**config.mk**
```make
export PLATFORM = sky130hd
export DESIGN_NAME = parking_sensor_gen_flat
export DESIGN_NICKNAME = d
export VERILOG_FILES = /design/src/rtl/parking_sensor_gen_pkg.sv /design/src/rtl/parking_sensor_gen_if.sv /design/src/rtl/parking_sensor_gen_dwell_timer.sv /design/src/rtl/parking_sensor_gen.sv /design/src/flat_wrapper.sv
export SDC_FILE = /design/constraint.sdc
export NUM_CORES = 1
export LEC_CHECK = 0
export ABC_CLOCK_PERIOD_IN_PS = 3250
export BUFFER_PORTS_ARGS = -buffer_cell sky130_fd_sc_hd__buf_2
export CORE_UTILIZATION = 25
export CTS_CLUSTER_DIAMETER = 60
export DETAILED_ROUTE_END_ITERATION = 12
export PLACE_DENSITY = 0.48
export RECOVER_POWER = 50
export SLEW_MARGIN = 20
export SYNTH_ARGS = -nofsm -noshare
export SYNTH_HDL_FRONTEND = slang
export SYNTH_SLANG_ARGS = --single-unit
export TNS_END_PERCENT = 5
```
**constraint.sdc**
```tcl
create_clock -name clk -period 3.25 [get_ports clk]
set_input_delay 0.4875 -clock clk [delete_from_list [all_inputs] [get_ports clk]]
set_output_delay 0.4875 -clock clk [all_outputs]
set_load 0.005 [all_outputs]
```
**src/rtl/parking_sensor_gen_pkg.sv**
```systemverilog
// parking_sensor_gen_pkg: shared state, direction and sensor-level constants
package parking_sensor_gen_pkg;
  typedef enum logic [2:0] {
    IDLE = 3'd0,
    PH1  = 3'd1,
    PH2  = 3'd2,
    PH3  = 3'd3,
    GAP  = 3'd4
  } state_t;
  localparam logic DIR_ENTER = 1'b0;
  localparam logic DIR_EXIT  = 1'b1;
  localparam logic [1:0] AB_10 = 2'b10;
  localparam logic [1:0] AB_11 = 2'b11;
  localparam logic [1:0] AB_01 = 2'b01;
  localparam logic [1:0] AB_00 = 2'b00;
  // exit plays the enter sequence mirrored; PH2 and idle/gap are direction-free
  function automatic logic [1:0] ab_of(input state_t s, input logic dir);
    return s == PH1 ? (dir == DIR_EXIT ? AB_01 : AB_10) :
           s == PH2 ? AB_11 :
           s == PH3 ? (dir == DIR_EXIT ? AB_10 : AB_01) : AB_00;
  endfunction
endpackage

```
**src/rtl/parking_sensor_gen_if.sv**
```systemverilog
// parking_sensor_gen_if: request handshake and sensor outputs of the generator
interface parking_sensor_gen_if;
  logic req_valid;
  logic req_dir;
  logic req_ready;
  logic a;
  logic b;
  logic busy;
  logic done;
  logic dir_o;
  modport master (output req_valid, req_dir, input req_ready, a, b, busy, done, dir_o);
  modport slave  (input req_valid, req_dir, output req_ready, a, b, busy, done, dir_o);
endinterface

```
**src/rtl/parking_sensor_gen_dwell_timer.sv**
```systemverilog
// parking_sensor_gen_dwell_timer: wrapping 0..DWELL-1 counter marking phase ends
module parking_sensor_gen_dwell_timer #(
  parameter int DWELL = 5000000,
  parameter int CNT_W = 24
) (
  input  logic clk,
  input  logic reset,
  input  logic i_clear,
  input  logic i_enable,
  output logic o_expire
);
  logic [CNT_W-1:0] r_count;
  assign o_expire = r_count == CNT_W'(DWELL - 1);
  // count while enabled, wrap at the last dwell cycle, clear on a new sequence
  always_ff @(posedge clk) begin
    if (reset || i_clear || (i_enable && o_expire)) r_count <= '0;
    else if (i_enable) r_count <= r_count + 1'b1;
  end
endmodule

```
**src/rtl/parking_sensor_gen.sv**
```systemverilog
// parking_sensor_gen: plays one four-phase a/b car sequence per accepted request
module parking_sensor_gen
  import parking_sensor_gen_pkg::*;
#(
  parameter int DWELL = 5000000,
  parameter int CNT_W = 24
) (
  input  logic clk,
  input  logic reset,
  parking_sensor_gen_if.slave bus
);
  state_t     r_state, w_next;
  logic [1:0] r_ab;
  logic       r_ready, r_busy, r_done, r_dir;
  logic       w_accept, w_expire, w_dir;
  assign w_accept = r_state == IDLE && bus.req_valid;
  assign w_dir    = w_accept ? bus.req_dir : r_dir;
  parking_sensor_gen_dwell_timer #(.DWELL(DWELL), .CNT_W(CNT_W)) u_timer (
    .clk      (clk),
    .reset    (reset),
    .i_clear  (w_accept),
    .i_enable (r_state != IDLE),
    .o_expire (w_expire)
  );
  // next state: accept from idle, otherwise step one phase per expired dwell
  always_comb begin
    w_next = r_state;
    w_next = w_accept ? PH1 :
             (r_state == IDLE || !w_expire) ? r_state :
             r_state == PH1 ? PH2 :
             r_state == PH2 ? PH3 :
             r_state == PH3 ? GAP : IDLE;
  end
  // outputs are registered from the next state so levels change with the state
  always_ff @(posedge clk) begin
    if (reset) begin
      r_state <= IDLE;
      r_ab    <= AB_00;
      r_ready <= 1'b1;
      r_busy  <= 1'b0;
      r_done  <= 1'b0;
      r_dir   <= DIR_ENTER;
    end else begin
      r_state <= w_next;
      r_ab    <= ab_of(w_next, w_dir);
      r_ready <= w_next == IDLE;
      r_busy  <= w_next != IDLE;
      r_done  <= r_state == GAP && w_next == IDLE;
      r_dir   <= w_dir;
    end
  end
  assign bus.a         = r_ab[1];
  assign bus.b         = r_ab[0];
  assign bus.req_ready = r_ready;
  assign bus.busy      = r_busy;
  assign bus.done      = r_done;
  assign bus.dir_o     = r_dir;
endmodule

```
**src/flat_wrapper.sv**
```systemverilog
// flat-port wrapper written by rule: the top's interface ports become plain ports
module parking_sensor_gen_flat import parking_sensor_gen_pkg::*;
#(
  parameter int DWELL = 5000000,
  parameter int CNT_W = 24
)
  (clk, reset, bus_req_valid, bus_req_dir, bus_req_ready, bus_a, bus_b, bus_busy, bus_done, bus_dir_o);
  parking_sensor_gen_if bus_i ();
  input  logic clk;
  input  logic reset;
  input wire logic [$bits(bus_i.req_valid)-1:0] bus_req_valid;
  input wire logic [$bits(bus_i.req_dir)-1:0] bus_req_dir;
  output wire logic [$bits(bus_i.req_ready)-1:0] bus_req_ready;
  output wire logic [$bits(bus_i.a)-1:0] bus_a;
  output wire logic [$bits(bus_i.b)-1:0] bus_b;
  output wire logic [$bits(bus_i.busy)-1:0] bus_busy;
  output wire logic [$bits(bus_i.done)-1:0] bus_done;
  output wire logic [$bits(bus_i.dir_o)-1:0] bus_dir_o;
  assign bus_i.req_valid = bus_req_valid;
  assign bus_i.req_dir = bus_req_dir;
  assign bus_req_ready = bus_i.req_ready;
  assign bus_a = bus_i.a;
  assign bus_b = bus_i.b;
  assign bus_busy = bus_i.busy;
  assign bus_done = bus_i.done;
  assign bus_dir_o = bus_i.dir_o;
  parking_sensor_gen #(.DWELL(DWELL), .CNT_W(CNT_W)) u_core (.clk(clk), .reset(reset), .bus(bus_i));
endmodule
```
==> metrics.yaml, run 1 <==
status:
  status: "finished clean"
synthesis:
  avgSynthCellArea_sq_um: 8.89
  synth.most_common_cell: "dfxtp_1"
  syn_inst: 176
  syn_area_sq_um: 1560
  syn_nets: 181
  yosysUniqueCellTypes: 38
  synth-edff-count: 0
  ys_async_sr_fraction_pct: 0
  synth_seq_cells: 33
  yosys.area.top_type: "dfxtp_1"
  synthTopCellsByArea: "dfxtp_1 42%, xor2_1 11%, nor2_1 6.5%"
  synth_ff_type: "dfxtp_1"
  ys_warn_count: 0
  ys_seq_area_share_pct: 42.2
  ys_top_cells_by_count: "33 x dfxtp_1, 27 x nor2_1, 19 x xor2_1, 18 x nand2_1, 8 x nand3_1"
  synth_top_area_share_pct: 42.2
setup_path:
  crit_chain: "o31ai_1 -> or3_1 -> nor3_1 -> a2111oi_0 -> a211oi_1"
  slowest_stage: "nor3_1"
  path_delay_family: "simple AND/OR/NAND/NOR gates"
  worst-path-max-fanout: 15
  slowest_delay_ns: 0.73
  path_class: "reg -> reg"
  startpoint: "u_core.r_state[0]"
  r2r_slack_ns: 0.68
  r2r.worst_path.cells: 5
  crit_buf_inv: 0
  end_kind: "flop"
  reg2reg_from: "u_core.r_state[0]"
  r2r_end: "u_core.r_ab[1]"
  worstPathArrival_ns: 2.77
  critPathLaunchType: "flop"
  crit_required_ns: 3.45
timing:
  relSlewSlack_pct: 30.4
  whs_ns: 0.483
  worst_pin_slew_ns: 1.04
  rsz0062_at_grt: "false"
  setup-tns-final_ns: 0
  timing.final.crit_share_pct: 79.2
  period_minus_slack_ns: 2.57
  finalHoldViolCount: 0
  setup_viol: 0
  slew_viol_final: 0
  timing.fmax_ghz: 0.389
  fin_skew_ns: 0.00328
placement:
  placed_area_sq_um: 1680
  place_hpwl_microns: 2120
  gp_congestion: 0.746
  io_buffers: 9
routing:
  dr.first_iter.drc_count: 39
  drc: 0
  via_per_inst: 4.60
  wl_per_cell_microns: 12.0
  firstDrtPassIters: 4
  postRouteAntennaNets: 0
  vias: 1205
  wl_microns: 3140
cts:
  post_cts_buffers: 0
  cts.repair.resized: 0
  clk_latency_ns: 0.28
  clkTransAtPathRegs_ns: 0.07
  postCtsHoldBufs: 0
  cts_made_buffers: 5
  cts_htree_levels: 2
  clockBufferDepth: 2
  cts_tree: "done"
  clock-sinks: 33
  cts-root-buf: "clkbuf_8"
floorplan:
  placementRows: 28
  die_area_sq_um: 6580
  die_y_microns: 81.1
  die_x_microns: 81.1
  io-pin-count: 10
  core_area_sq_um: 5990
  initial_core_util_pct: 26.1
worst_hold_path:
  min_from: "reset"
  hold_path_class: "in -> reg"
  hold_depth: 2
  min_to: "u_core.r_state[2]"
global_routing:
  grt_pass1_wl_microns: 5350
  antenna_found_initial: 0
  grt_start_max_net_pins: 24
  grt_use_total_pct: 11.0
  grt_overflow: 0
  grt_pass1_vias: 1124
cells_and_area:
  fillers: 642
  layout.cell_area.non_filler_sq_um: 1740
  drive_above_1_share_pct: 10.2
  n_antenna_cell: 0
  syn_to_final_growth_pct: 11.0
  nNetsFinal: 191
power_and_ir_drop:
  power_density_nw_per_um2: 461
  finalPower_w: 0.000801
  p_leak_nw: 0.587
  peakVddDrop_mv: 0.258
flow_run:
  maxCapViolCount: 0
==> layout by cell type (no fill, tap or decap), types with 2 or more instances in the layout <==
master and n:
and3_1 3, nor2_1 27, nand3_1 8, nor4_1 3
a211oi_1 3, nor3_1 7, nand4b_1 2, inv_1 2
buf_2 3, and4_1 2, or3_1 4, dfxtp_1 33
xnor2_1 4, or2_2 3, nor4b_1 2, nor2b_1 3
nand2_1 18, xor2_1 19, nand4_1 7, maj3_1 2
clkbuf_8 7, clkbuf_1 6, a21oi_1 5
==> kinds of logic (layout without fill, tap and decap cells) <==
| kind of cell | count (synthesis) | after routing | synth area share (%) |
|---|---|---|---|
| AO/OA/AOI/OAI | 16 | 16 | 8.00 |
| XOR/XNOR | 23 | 23 | 12.9 |
| adder cells (fa/ha/maj) | 3 | 3 | 2.08 |
| buffers and inverters | 9 | 20 | 2.72 |
| flip-flops | 33 | 33 | 42.2 |
| AND/OR/NAND/NOR | 92 | 92 | 32.1 |
==> layout make-up <==
cell class	instances	area (sq um)	area share [%]
clock buffers	7	96.3	5.55
flip-flops and latches	33	661	38.0
repair buffers	10	45.0	2.59
inverters	2	7.51	0.432
well taps	75	93.8	5.40
multi-input cells	134	828	47.7
clock inverters	1	5.00	0.288
==> where the power goes <==
group	internal [W]	total (W)	switching, W
combinational	0.0000163	0.0000409	0.0000246
clock	0.000191	0.000342	0.000151
sequential	0.000411	0.000418	0.00000714
total	0.000619	0.000801	0.000182
==> metal layers <==
| metal | track usage, % | part of all wire (%) | vias to the layer above |
|---|---|---|---|
| met2 | 16.1 | 42 | 16 |
| met4 | 5.36 | 1.8 | 0 |
| met1 | 14.6 | 53 | 554 |
| met3 | 3.37 | 3.3 | 6 |
| met5 | 0 | 0 | - |
| li1 | - | - | 629 |
==> flip-flops by register name, summed over array words and instances, names as in the netlist <==
signal	count
u_core.bus.done	1
u_core.u_timer.r_count	24
u_core.r_ab	2
u_core.bus.req_ready	1
u_core.bus.dir_o	1
u_core.r_state	3
u_core.bus.busy	1
==> how the worst max path moves through the flow <==
stage	depth (start not counted)	slack [ns]	endpoint
2_1_floorplan	7	1.55	u_core.u_timer.r_count[8]
3_3_place_gp	5	0.89	u_core.u_timer.r_count[16]
3_5_place_dp	5	0.81	u_core.u_timer.r_count[15]
4_1_cts	5	0.79	u_core.u_timer.r_count[18]
5_1_grt	5	0.41	u_core.r_ab[1]
6_report	5	0.68	u_core.r_ab[1]
==> worst reg2reg max path, cell delays in order, from the launching register on <==
cell and delay, ns:
dfxtp_1 0.62, o31ai_1 0.23, or3_1 0.46, nor3_1 0.73
a2111oi_0 0.24, a211oi_1 0.22
==> per-stage QoR <==
| stage | setup slack (ns) | instances | util [%] |
|---|---|---|---|
| 3_5_place_dp | 0.810 | 254 | 28.0 |
| 6_report | 0.677 | 262 | 29.0 |
| 3_3_place_gp | 0.887 | 254 | 28.0 |
| 4_1_cts | 0.788 | 262 | 29.7 |
| 5_1_grt | 0.409 | 262 | 29.0 |
| 2_1_floorplan | 1.55 | 176 | - |
Note: power is estimated with default switching activity, not from simulation.
==> inputs of run 2 (changes only) <==
Settings changed: ABC_AREA set to 1, ABC_CLOCK_PERIOD_IN_PS 3250 to 2700.
Clock period 3.25 ns to 2.7 ns, I/O delays scaled along.
==> run 2 against run 1 <==
Effect of this change: sequential cell count did not move; clock skew grew 0.011 ns; cell count grew 27%; first-iteration DRC count rose by 56%; total power increased by 19%; sequential power rose by 19%.
==> metrics.yaml, run 2 <==
status:
  status: "finished clean"
global_routing:
  grt_pass1_vias: 1373  # +22%
  grt_use_total_pct: 11.5  # +0.50 points
  antenna_found_initial: 0  # unchanged
  grt_overflow: 0  # unchanged
  grt_start_max_net_pins: 17  # -29%
  grt_pass1_wl_microns: 6330  # +18%
floorplan:
  die_area_sq_um: 6950  # +5.6%
  core_area_sq_um: 6390  # +6.6%
  die_y_microns: 83.3  # +2.8%
  io-pin-count: 10  # unchanged
  initial_core_util_pct: 25.9  # -0.21 points
  die_x_microns: 83.3  # +2.8%
  placementRows: 29  # +3.6%
synthesis:
  syn_area_sq_um: 1650  # +5.8%
  synth_ff_type: "dfxtp_1"
  ys_top_cells_by_count: "50 x nand2_1, 35 x inv_1, 33 x dfxtp_1, 26 x nor2_1, 19 x a21oi_1"
  syn_nets: 244  # +35%
  synth-edff-count: 0  # unchanged
  yosysUniqueCellTypes: 25  # -34%
  synth_top_area_share_pct: 39.9  # -2.3 points
  avgSynthCellArea_sq_um: 6.92  # -22%
  synth_seq_cells: 33  # unchanged
  yosys.area.top_type: "dfxtp_1"
  ys_seq_area_share_pct: 39.9  # -2.3 points
  synth.most_common_cell: "nand2_1"
  ys_async_sr_fraction_pct: 0  # unchanged
  ys_warn_count: 0  # unchanged
  syn_inst: 239  # +36%
  synthTopCellsByArea: "dfxtp_1 40%, nand2_1 11%, inv_1 7.9%"
flow_run:
  maxCapViolCount: 0  # unchanged
cells_and_area:
  final_common_cell: "nand2_1"
  fillers: 724  # +13%
  drive_above_1_share_pct: 13.7  # +3.6 points
  largest_register_ffs: 24  # unchanged
  mostFrequentLayoutCells: "51 x nand2_1, 35 x inv_1, 33 x dfxtp_1"
  largestRegisters: "u_core.u_timer.r_count (24), u_core.r_state (3), u_core.r_ab (2)"
  n_antenna_cell: 0  # unchanged
  nNetsFinal: 259  # +36%
  top_register: "u_core.u_timer.r_count"
  syn_to_final_growth_pct: 12.9
setup_path:
  r2r_slack_ns: 0.66  # -0.02 ns
  worstPathArrival_ns: 2.21  # -0.56 ns
  end_kind: "flop"
  critPathLaunchType: "flop"
  r2r.worst_path.cells: 10  # +5
  reg2reg_from: "u_core.u_timer.r_count[0]"
  path_class: "reg -> reg"
  r2r_end: "u_core.u_timer.r_count[19]"
  worst-path-max-fanout: 16  # +1
  crit_required_ns: 2.87  # -0.58 ns
cts:
  cts_htree_levels: 2  # unchanged
  cts.repair.resized: 0  # unchanged
  clockBufferDepth: 2  # unchanged
  cts_made_buffers: 5  # unchanged
  cts-root-buf: "clkbuf_8"
  clkTransAtPathRegs_ns: 0.08  # about the same
  clk_latency_ns: 0.29  # about the same
  post_cts_buffers: 0  # unchanged
  postCtsHoldBufs: 0  # unchanged
  clock-sinks: 33  # unchanged
  cts_tree: "done"
timing:
  relSlewSlack_pct: 74.3  # +44 points
  period_minus_slack_ns: 2.04  # -0.532 ns
  fin_skew_ns: 0.0140  # +0.0108 ns
  worst_pin_slew_ns: 0.385  # -0.651 ns
  rsz0062_at_grt: "false"
  setup_slack_ns: 0.659  # -0.0183 ns
  slew_viol_final: 0  # unchanged
  timing.final.crit_share_pct: 75.6  # -3.6 points
  setup_viol: 0  # unchanged
  finalHoldViolCount: 0  # unchanged
  setup-tns-final_ns: 0  # unchanged
  timing.fmax_ghz: 0.490  # +26%
placement:
  io_buffers: 9  # unchanged
  pre_cts_slack_ns: 0.794  # -0.0163 ns
  gp_congestion: 0.755  # +1.1%
  place_hpwl_microns: 2690  # +27%
routing:
  vias: 1484  # +23%
  wl_microns: 3500  # +11%
  wl_per_cell_microns: 10.5  # -12%
  firstDrtPassIters: 4  # unchanged
  dr.first_iter.drc_count: 61  # +56%
  via_per_inst: 4.47  # -2.8%
  drc: 0  # unchanged
  postRouteAntennaNets: 0  # unchanged
power_and_ir_drop:
  power_density_nw_per_um2: 512  # +11%
  p_leak_nw: 0.700  # +19%
  peakVddDrop_mv: 0.166  # -36%
  finalPower_w: 0.000957  # +19%
worst_hold_path:
  hold_depth: 2  # unchanged
  min_from: "reset"
  min_to: "u_core.r_state[1]"
  hold_path_class: "in -> reg"
-- run 2: cell types whose count changed after synthesis, sizes merged, moves of 4 or more --
cell | previous run | this run
nand2 | 18 | 59
a21oi | 5 | 19
inv | 2 | 37
nor2 | 27 | 33
nand3 | 8 | 15
or3 | 4 | 0
o21ai | 0 | 9
xor2 | 19 | 1
nor4 | 4 | 0
nor3 | 7 | 15
-- run 2: kinds of logic after synthesis --
kind of cell             synth area share [%]
flip-flops                               39.9
XOR/XNOR                                 1.59
AO/OA/AOI/OAI                            10.7
buffers and inverters                    8.93
AND/OR/NAND/NOR                          38.1
adder cells (fa/ha/maj)                 0.756
-- run 2: layout make-up --
type / instances / area (sq um) / share of cell area [%]
multi-input cells: 167 / 828 / 44.3
flip-flops and latches: 33 / 661 / 35.4
inverters: 38 / 143 / 7.64
well taps: 77 / 96.3 / 5.16
clock buffers: 6 / 82.6 / 4.42
repair buffers: 9 / 43.8 / 2.34
clock inverters: 2 / 13.8 / 0.737
-- run 2: power by group --
group	internal, W	switching [W]	leakage [nW]
registers	0.000495	0.00000444	0.267
logic	0.0000180	0.0000380	0.382
clock network	0.000207	0.000195	0.0512
total	0.000720	0.000237	0.700
-- run 2: worst max-delay path by stage --
stage / slack (ns) / start / to
floorplan: 1.09 / u_core.u_timer.r_count[0] / u_core.u_timer.r_count[22]
global placement: 0.80 / u_core.u_timer.r_count[0] / u_core.u_timer.r_count[16]
detailed placement: 0.79 / u_core.u_timer.r_count[0] / u_core.u_timer.r_count[13]
CTS: 0.76 / u_core.u_timer.r_count[0] / u_core.u_timer.r_count[19]
global route: 0.39 / u_core.u_timer.r_count[0] / u_core.u_timer.r_count[18]
finish: 0.66 / u_core.u_timer.r_count[0] / u_core.u_timer.r_count[19]
-- run 2: per-stage QoR --
stage | instances | utilization (%) | hold slack [ns] | area (sq um)
final | 332 | 29.3 | 0.312 | 1870
after global routing | 332 | 29.3 | 0.296 | 1870
after CTS | 332 | 29.5 | 0.297 | 1890
after detailed placement | 324 | 28.0 | 0.471 | 1790
after global placement | 324 | 28.0 | 0.470 | 1790
after floorplan | 239 | - | 0.444 | 1650
-- run 2: critical path, cell delays in order (launching register included) --
cell and delay [ns]:
dfxtp_1 0.38, ha_1 0.20, nand2_1 0.06, nor2_1 0.16, nand2_4 0.09, nor2_1 0.21, nand2_1 0.16, nand3_2 0.32
inv_2 0.16, o21ai_0 0.11, a21oi_1 0.06
-- run 2: routing by layer --
layer	up-vias	track usage, %	wire, microns
met3	4	3.58	120
li1	801	-	-
met2	17	17.7	1580
met1	662	15.1	1750
met5	-	0	0
met4	0	4.23	42
